### src/rtl/btn_pm_ctl.sv
// Push-button conditioning: per-bit synchronizer and debouncer with press/release pulses,
// plus a short/long press classifier on one button that raises reset/shutdown requests.
module btn_pm_ctl #(
  parameter int N_BTN       = 5,
  parameter int SYNC_STAGES = 2,
  parameter int DB_CYCLES   = 250000,
  parameter int LONG_CYCLES = 50000000,
  parameter int RST_IDX     = 4
) (
  input  logic             clk,
  input  logic             rst_n,
  input  logic [N_BTN-1:0] btn_raw,
  output logic [N_BTN-1:0] btn_level,
  output logic [N_BTN-1:0] btn_press,
  output logic [N_BTN-1:0] btn_release,
  output logic             rst_req,
  output logic             shdn_req
);

  localparam int CW = $clog2(DB_CYCLES + 1);
  localparam int HW = $clog2(LONG_CYCLES + 1);
  localparam logic [CW-1:0] DB_LAST   = CW'(DB_CYCLES - 1);
  localparam logic [HW-1:0] HOLD_LAST = HW'(LONG_CYCLES - 1);

  typedef enum logic [1:0] {
    ST_IDLE = 2'd0,
    ST_HELD = 2'd1,
    ST_LONG = 2'd2
  } state_t;

  logic [N_BTN-1:0] sync_q [SYNC_STAGES];
  logic [N_BTN-1:0] s;
  logic [N_BTN-1:0] stable_q;
  logic [N_BTN-1:0] press_q;
  logic [N_BTN-1:0] release_q;
  logic [CW-1:0]    cnt_q [N_BTN];
  state_t           state_q;
  logic [HW-1:0]    hcnt_q;
  logic             rst_req_q;
  logic             shdn_req_q;

  // Plain flop chain; stage 0 is the only flop that sees the asynchronous input.
  always_ff @(posedge clk) begin
    if (!rst_n) begin
      for (int k = 0; k < SYNC_STAGES; k++) begin
        sync_q[k] <= '0;
      end
    end else begin
      sync_q[0] <= btn_raw;
      for (int k = 1; k < SYNC_STAGES; k++) begin
        sync_q[k] <= sync_q[k-1];
      end
    end
  end

  assign s = sync_q[SYNC_STAGES-1];

  // A level change is accepted only after DB_CYCLES consecutive differing samples;
  // the edge pulses are registered alongside stable_q so they line up with btn_level.
  always_ff @(posedge clk) begin
    if (!rst_n) begin
      stable_q  <= '0;
      press_q   <= '0;
      release_q <= '0;
      for (int i = 0; i < N_BTN; i++) begin
        cnt_q[i] <= '0;
      end
    end else begin
      press_q   <= '0;
      release_q <= '0;
      for (int i = 0; i < N_BTN; i++) begin
        if (s[i] == stable_q[i]) begin
          cnt_q[i] <= '0;
        end else if (cnt_q[i] == DB_LAST) begin
          stable_q[i]  <= s[i];
          cnt_q[i]     <= '0;
          press_q[i]   <= s[i];
          release_q[i] <= ~s[i];
        end else begin
          cnt_q[i] <= cnt_q[i] + CW'(1);
        end
      end
    end
  end

  // Classifier: release is checked before the hold limit, so a release landing on
  // the last hold cycle still counts as a short press. hcnt freezes in ST_LONG.
  always_ff @(posedge clk) begin
    if (!rst_n) begin
      state_q    <= ST_IDLE;
      hcnt_q     <= '0;
      rst_req_q  <= 1'b0;
      shdn_req_q <= 1'b0;
    end else begin
      rst_req_q  <= 1'b0;
      shdn_req_q <= 1'b0;
      case (state_q)
        ST_IDLE: begin
          if (press_q[RST_IDX]) begin
            state_q <= ST_HELD;
            hcnt_q  <= HW'(1);
          end
        end
        ST_HELD: begin
          if (release_q[RST_IDX]) begin
            rst_req_q <= 1'b1;
            state_q   <= ST_IDLE;
            hcnt_q    <= '0;
          end else if (hcnt_q == HOLD_LAST) begin
            shdn_req_q <= 1'b1;
            state_q    <= ST_LONG;
          end else begin
            hcnt_q <= hcnt_q + HW'(1);
          end
        end
        ST_LONG: begin
          if (release_q[RST_IDX]) begin
            state_q <= ST_IDLE;
            hcnt_q  <= '0;
          end
        end
        default: begin
          state_q <= ST_IDLE;
          hcnt_q  <= '0;
        end
      endcase
    end
  end

  assign btn_level   = stable_q;
  assign btn_press   = press_q;
  assign btn_release = release_q;
  assign rst_req     = rst_req_q;
  assign shdn_req    = shdn_req_q;

endmodule

### config.mk
export PLATFORM = sky130hd
export DESIGN_NAME = btn_pm_ctl
export DESIGN_NICKNAME = d
export VERILOG_FILES = /design/src/rtl/btn_pm_ctl.sv
export SDC_FILE = /design/constraint.sdc
export NUM_CORES = 1
export LEC_CHECK = 0
export CAP_MARGIN = 20
export CORE_UTILIZATION = 61
export CTS_CLUSTER_DIAMETER = 50
export DETAILED_ROUTE_END_ITERATION = 10
export GPL_TIMING_DRIVEN = 0
export HOLD_SLACK_MARGIN = 0.12
export PLACE_DENSITY = 0.8
export SLEW_MARGIN = 30
export SYNTH_ARGS = -nofsm -noshare
export SYNTH_HDL_FRONTEND = slang
export SYNTH_SLANG_ARGS = --single-unit
export TNS_END_PERCENT = 30
### constraint.sdc
create_clock -name clk -period 2.46 [get_ports clk]
set_clock_uncertainty 0.15 [all_clocks]
set_input_delay 0.492 -clock clk [delete_from_list [all_inputs] [get_ports clk]]
set_output_delay 0.492 -clock clk [all_outputs]
set_load 0.005 [all_outputs]
Yosys cells after proc, flatten, opt, wreduce, memory -nomap -nowiden
Memories as Yosys holds them, arrays and structs flattened.
Cells that the tools add are included.
W data, S select, Z words.
- reduce and logical (&&, ||, !) cells: 15
- mux-type cells: 86
- equal/unequal tests: 17
- $add $sub $neg: 6
- bitwise operators: 34
- operators with widths (kind ; count):
    $mux W18 ; 15
    $mux W26 ; 4
    $add A18 B1 Y18 const B ; 5
    $eq A18 B18 Y1 const B ; 5
    $pmux W26 S3 ; 1
    $mux W1 ; 59
    $add A26 B1 Y26 const B ; 1
    $eq A26 B26 Y1 const B ; 1
    $reduce_or A3 Y1 ; 6
    $not A1 Y1 ; 17
    $or A1 B1 Y1 ; 17
    $reduce_and A2 Y1 ; 6
    $mux W5 ; 2
    $mux W2 ; 4
    $ne A3 B3 Y1 const B ; 2
    $pmux W2 S3 ; 1
    $reduce_and A3 Y1 ; 2
    $eq A1 B1 Y1 ; 5
    $ne A2 B2 Y1 const B ; 2
    $eq A2 B1 Y1 const B ; 1
    $eq A2 B2 Y1 const B ; 1
    $logic_not A2 Y1 ; 1
- logic and storage cells: 179
- memory bits (writable): 100
- register bits after elaboration: 45
- bits of input ports: 7
- memories kept: 2
- memory list (memory ; depth ; bits a word ; rd ports ; clocked after memory_dff ; write ports ; RTL line ; RTL):
    cnt_q ; 5 ; 18 ; 5 ; 0 ; 5 ; 36 ; logic [CW-1:0] cnt_q [N_BTN];
    sync_q ; 2 ; 5 ; 2 ; 0 ; 2 ; 31 ; logic [N_BTN-1:0] sync_q [SYNC_STAGES];

Depth between registers and ports, before layout
- word-level depth: 7
- mapped depth: 8

Worst setup path after synthesis
Ideal clock, no wire load.
- path type: flip-flop to flip-flop
- from: memory cnt_q[3][9] in the netlist's numbering
- to: memory cnt_q[3][13] in the netlist's numbering, data pin
- library setup time: 254 ps
- arrival: 1789 ps
- path buffers: 2
- path slack: 267 ps
- period minus slack after synthesis: 2193 ps
- stages on the path, launching flop included: 7
- cell sequence: edfxtp_1 -> or4b_1 -> nor4_1 -> or3_1 -> buf_2 -> buf_4 -> nor2_1
- RTL lines (what ; RTL line):
    from (decl) ; 36

==> results.toml <==
[worst_setup_path]
cp_cell_sequence = "nor4_2 -> nand3b_1 -> nor4_4 -> or3_1 -> clkbuf_4 -> buf_4 -> nor2_1"
cp_slowest_stage_delay_ns = 0.49
cp.arrival_ns = 2.38
worstPathRequired_ns = 2.48
reg2reg_depth = 7
cp_max_fo = 10
worstSetupStartpointType = "register"
crit_slowest_cell = "edfxtp_1"
crit_path_end_kind = "register"
path_class = "register to register"

[job]
maxCapViolations = 0

[global_route]
grt-ovfl-total = 0
grt_pass1_wl_um = 23600
first_global_vias = 5165
grt_usage_pct = 25.5
grt_max_degree = 17
antenna_found_initial = 0

[logic_synthesis]
syn-instance-count = 713
synth_edf_count = 90
async_reset_ff_share_pct = 0
synth-seq-area-share_pct = 53.2
yosys.area.top_type = "edfxtp_1"
ys_warn_count = 0
postSynthAreaPerCell_um2 = 10.0
ys_types = 49
ys_ff_latch = 145
synthFlopType = "edfxtp_1"
netlist_area_um2 = 7150
synth_area_leaders = "edfxtp_1, dfxtp_1, xnor2_1"
synth_top_area_share_pct = 37.8

[die]
rows = 39
chipWidth_um = 110
die_h_um = 110
start_util_pct = 62.6
io_pins = 24
coreArea_um2 = 11400
dieArea_um2 = 12200

[cells_and_area]
final-seq-area_um2 = 3800
multi_input_area_um2 = 3570
final_cells = 997
final_cell_mix = "nor2_1, edfxtp_1, conb_1, xnor2_1, dfxtp_1"
syn2layout_area_growth_pct = 20.2
nFillCells = 791
nets = 854
diodes = 0
drive_gt1_share_pct = 6.67
final_common_cell = "nor2_1"

[outcome]
status = "finished with violations"
violations = "design-rule violations"

[power_and_ir_drop]
finalPower_mw = 5.64
p_per_area_nw_per_um2 = 655
leakage_nw = 2.94
ir_drop_v = 0.000854

[clock_tree]
holdBufCountCts = 0
cts-root-buf = "clkbuf_16"
cts_sinks = 145
cts_tree = "built"
cts_setup_buffers = 0
path_clk_slew_ns = 0.06
cts_max_level = 4
numCtsBuffers = 17
clkLatencyLatePin_ns = 0.42
cts_buffer_depth = 2

[placed_design]
portBuffers = 22
finalWeightedCongestion = 0.833
dp_hpwl_um = 9800
dp_cells = 967

[route]
vias = 5411
firstDrtPassIters = 8
drt-total-wl_um = 14200
antenna_left = 0
viasPerCell = 5.43
routedWlPerCell_um = 14.2
dr.first_iter.drc_count = 384
drcViolationCount = 2

[sta]
hold_viol = 0
worst_pin_slew_ns = 0.734
setup_viol = 0
period_needed_ns = 2.36
fin_crit_sh_pct = 96.1
clock.fmax_ghz = 0.423
relSlewSlack_pct = 51.1
drv_slew = 0

[min_path]
hold_depth = 1
worstHoldPathType = "register to register"
## per-layer routing
| layer | global-route usage (%) | up-vias | wire, µm |
|---|---|---|---|
| li1 | - | 2687 | - |
| met1 | 31.1 | 2544 | 6100 |
| met2 | 41.7 | 145 | 6980 |
| met3 | 8.17 | 35 | 751 |
| met4 | 10.5 | 0 | 319 |
| met5 | 0 | - | 0 |
## area by class of cell
cell class              count  share of cell area (%)
plain buffers              22                    1.32
clock inverters             8                    1.41
repair buffers             22                    2.56
clock buffers              24                    5.98
inverters                  21                   0.916
well taps                 143                    2.08
multi-input cells         612                    41.5
flip-flops and latches    145                    44.2
## critical path, delay by kind of cell, from the launching register on
kind	cells	cell delay [ns]
buf+inv	2	0.36
flops	1	0.49
simple gates	5	1.12
## worst paths after layout
check | start | end | slack, ns
worst max-delay path | cnt_q[3][6]$_SDFFCE_PN0P_ | cnt_q[3][12]$_SDFFCE_PN0P_ | 0.1
worst min-delay path | sync_q[0][2]$_SDFF_PN0_ | sync_q[0][7]$_SDFF_PN0_ | 0.28
worst max register to register | cnt_q[3][6]$_SDFFCE_PN0P_ | cnt_q[3][12]$_SDFFCE_PN0P_ | 0.1
worst min register to register | sync_q[0][2]$_SDFF_PN0_ | sync_q[0][7]$_SDFF_PN0_ | 0.28
## sequential cells by signal, indices dropped and copies added, names as in the netlist
register	count
cnt_q	90
hcnt_q	26
sync_q	10
btn_level	5
btn_press	5
btn_release	5
state_q	2
rst_req	1
shdn_req	1
## stage by stage
step / area (µm²) / utilization [%] / hold WS (ns) / setup TNS, ns / setup WS, ns
global route: 8600 / 75.3 / 0.297 / -0.00113 / -0.00113
CTS: 8550 / 74.9 / 0.284 / 0 / 0.0106
floorplan: 7490 / - / 0.262 / 0 / 0.267
finish: 8600 / 75.3 / 0.284 / 0 / 0.0967
global placement: 7890 / 69.1 / 0.268 / -0.267 / -0.0254
detailed placement: 7890 / 69.1 / 0.273 / -1.88 / -0.0913
## logic make-up after synthesis
logic type                 count (synthesis)  synth area share (%)
and+or+nand+nor                          379                  27.0
DFF                                      145                  53.2
xor gates and xnor gates                  97                  11.9
buffers and inverters                     45                  2.80
AOI/OAI and AO/OA                         33                  3.11
muxes                                      7                 0.980
adders and majority gates                  6                  1.05
other                                      1                0.0524
## timing repair
| item | 4_1_cts | 5_1_grt |
|---|---|---|
| setup endpoints to repair | 40 | 52 |
| endpoints found under the hold margin | 0 | 0 |
| pin swaps | 0 | 2 |
| resized for setup | 4 | 9 |
## cells in the mapped netlist, types with 9 or more instances
master	instances
nor3b_1	10
nand2_1	54
buf_2	10
xor2_1	35
nor3_1	23
clkbuf_1	10
nand3_1	38
xnor2_1	62
nand4_1	27
edfxtp_1	90
dfxtp_1	55
or3_1	9
and2_1	15
nor2_1	143
nor4_1	15
inv_1	20
## where the power goes
group	switching [mW]	leakage, nW	internal, mW
Clock	0.963	0.309	1.77
Sequential	0.0756	1.37	2.65
Combinational	0.105	1.26	0.0718
Note: power is estimated with default switching activity, not from simulation.
==> RTL edit 1 (same settings) <==
Add an input register stage for `btn_raw`, with the module's reset; this delays it by one clock.
--- a/src/rtl/btn_pm_ctl.sv
+++ b/src/rtl/btn_pm_ctl.sv
@@ -30,2 +30,12 @@
 
+  logic [N_BTN-1:0] btn_raw_q;
+
+  always_ff @(posedge clk) begin
+    if (!rst_n) begin
+      btn_raw_q <= '0;
+    end else begin
+      btn_raw_q <= btn_raw;
+    end
+  end
+
   logic [N_BTN-1:0] sync_q [SYNC_STAGES];
@@ -48,3 +58,3 @@
     end else begin
-      sync_q[0] <= btn_raw;
+      sync_q[0] <= btn_raw_q;
       for (int k = 1; k < SYNC_STAGES; k++) begin
Behaviour: no difference found for any inputs over 10 cycles, from zero or initial values and one cycle with rst_n low; that may be too few to reach the edited logic, so the function may still have changed.
==> RTL edit 1 against the original RTL <==
The run still ends with design-rule violations left. Sequential cell count increased by 5. Total power decreased by 3.0%. Largest power group unchanged. Area after synthesis increased by 2.5%. Worst setup slack improved by 0.0054 ns. Design area increased by 1.5%. Non-clock buffer count increased by 6. Routed wire length increased by 1.7%.
==> RTL edit 1: results (changes against the original RTL) <==
- Status: finished, violations left (unchanged)
- Failing checks: design-rule violations (unchanged)
- P&R area growth vs syn: 19.1% (was 20.2%)
- Seq_cells: 150 (was 145)
- Distinct cell type count after synthesis: 54 (was 49)
- WP data arrival: 2.50 ns (was 2.38 ns)
- Via count: 5588 (was 5411)
- Sw power: 1.12 mW (was 1.14 mW)
- Total GRT Usage: 0.243 (was 0.255)
- Worst hold endpoint: sync_q[0][1]$_SDFF_PN0_ (was sync_q[0][7]$_SDFF_PN0_)
- Xor/xnor share of the synthesized area: 0.103 (was 0.119)
- WL met3: 570 um (was 751 um)
- Post-synth top cells: nor2_1, edfxtp_1, dfxtp_1 (was nor2_1, edfxtp_1, xnor2_1)
- Clock-net power: 2.51 mW (was 2.73 mW)
- Worst slew margin: 0.628 (was 0.511)
- Fin crit share: 0.959 (was 0.961)
- Register Area: 3900 um^2 (was 3800 um^2)
- Maximum VDD drop: 0.428 mV (was 0.854 mV)
- Detailed placement HPWL: 9.88 mm (was 9.80 mm)
- Fraction of layout cells with a size suffix above 1: 0.0752 (was 0.0667)
- Post-synthesis cell count: 720 (was 713)
- Fill count: 790 (was 791)
- Pre-CTS WS: -0.413 ns (was -0.0913 ns)
- CP max FO: 7 (was 10)
- CP max stage cell: nor2_1 (was edfxtp_1)
- Signal inverters: 12 (was 21)
- # DRC: 2 (unchanged)
- DP Cell Count: 975 (was 967)
- Seq/Total Area, Yosys: 0.532 (about the same)
- Gates resized, CTS repair: 5 (was 4)
- GP Congestion: 0.881 (was 0.833)
- Area post-placement: 8080 um^2 (was 7890 um^2)
- Multiplexer area fraction after synthesis: 0.00973 (was 0.00980)
- Non-CTS buffers: 50 (was 44)
[RTL edit 1: cell count changes in the layout (fill, tap and decap cells not counted), moves of 4 or more]
cell      before  now
xnor2_1       62   28
nor2_1       143  120
xor2_1        35   58
nor3_1        22    7
a21oi_1        7   19
nand3_1       38   49
inv_1         20   11
o21ai_1        1   10
and3_1         7   14
dfxtp_1       55   60
or3_1          9   14
a311oi_1       0    4
nand4_1       27   31
[RTL edit 1: layer usage]
layer  up-vias  global-route usage
met3        17              0.0490
met1      2671               0.305
li1       2757                   -
met5         -                   0
met4         0               0.112
met2       143               0.407
[RTL edit 1: cells by family after synthesis]
logic type,count (synthesis)
other,1
AO/OA/AOI/OAI,53
AND/OR/NAND/NOR,378
multiplexers,7
adder cells (fa/ha/maj),6
flip-flops,150
XOR/XNOR,86
buffers and inverters,39
==> RTL edit 2 (config.mk and constraints unchanged) <==
Without the edit above. Set the parameter `N_BTN` to 6 (it was 5).
--- a/src/rtl/btn_pm_ctl.sv
+++ b/src/rtl/btn_pm_ctl.sv
@@ -3,3 +3,3 @@
 module btn_pm_ctl #(
-  parameter int N_BTN       = 5,
+  parameter int N_BTN       = 6,
   parameter int SYNC_STAGES = 2,
Ports: changed (resized btn_level, btn_press, btn_raw and btn_release); port bits go from 24 to 28. No check against the original RTL was run, so the function may have changed too.
==> RTL edit 2 against the original RTL <==
Area after synthesis grew 15%. Total power grew 9.6%. Final cell count grew 15%. Count of clock-buffer cells in the layout is the same. Worst setup slack gained 0.043 ns. Routed wire length grew 11%. Sequential share of layout area grew 0.86 points. Sequential cell count grew 23. First-iteration DRC count grew 34%. Hold slack lost 0.0081 ns. Non-clock buffer count grew 8. Design area grew 15%. Combinational power grew 15%. Largest power group unchanged.
==> RTL edit 2: results (changes against the original RTL) <==
- Status: finished, final reports clean (was finished, violations left)
- Leakage: 3.52 nW (was 2.94 nW)
- Routing usage on met1: 0.308 (was 0.311)
- Seq/total area: 0.451 (was 0.442)
- Gates resized, CTS repair: 10 (was 4)
- Switching part of the total: 0.206 (was 0.203)
- Layout Nets: 974 (was 854)
- WL met3: 520 um (was 751 um)
- Total GRT Usage: 0.243 (was 0.255)
- Routed wl met2: 7.55 mm (was 6.98 mm)
- Synthesized area per cell: 10.2 um^2 (was 10.0 um^2)
- Die Area: 14000 um^2 (was 12200 um^2)
- Via density: 5.31 (was 5.43)
- Synthesis-stage register bit count: 168 (was 145)
- Register Area: 4440 um^2 (was 3800 um^2)
- Drt total wl: 15.6 mm (was 14.2 mm)
- Detailed placement HPWL: 10.9 mm (was 9.80 mm)
- M1 WL: 7.19 mm (was 6.10 mm)
- Synth Area in Adders: 0.0106 (was 0.0105)
- Initial DRC count: 514 (was 384)
- WP data arrival: 2.34 ns (was 2.38 ns)
- Synth Area in Compound Gates: 0.0348 (was 0.0311)
- Xor/xnor share of the synthesized area: 0.112 (was 0.119)
- Multi-input combinational area share: 0.414 (was 0.415)
- Fraction of layout cells with a size suffix above 1: 0.0648 (was 0.0667)
- Pre-CTS WS: -0.580 ns (was -0.0913 ns)
## RTL edit 2: final timing paths
path                             startpoint                          to  slack [ns]  cells after the start
setup / recovery  cnt_q[3][8]$_SDFFCE_PN0P_  cnt_q[3][13]$_SDFFCE_PN0P_        0.14                      6
hold / removal      sync_q[0][1]$_SDFF_PN0_     sync_q[0][7]$_SDFF_PN0_        0.28                      1
setup reg to reg  cnt_q[3][8]$_SDFFCE_PN0P_  cnt_q[3][13]$_SDFFCE_PN0P_        0.14                      6
hold reg to reg     sync_q[0][1]$_SDFF_PN0_     sync_q[0][7]$_SDFF_PN0_        0.28                      1
## RTL edit 2: power by group through the flow
stage               clock, mW  sequential (mW)  combinational [mW]
floorplan                   0             3.21               0.150
global placement            0             3.22               0.188
detailed placement          0             3.23               0.191
CTS                      2.85             3.17               0.195
global route             2.95             3.18               0.231
finish                   2.80             3.17               0.202
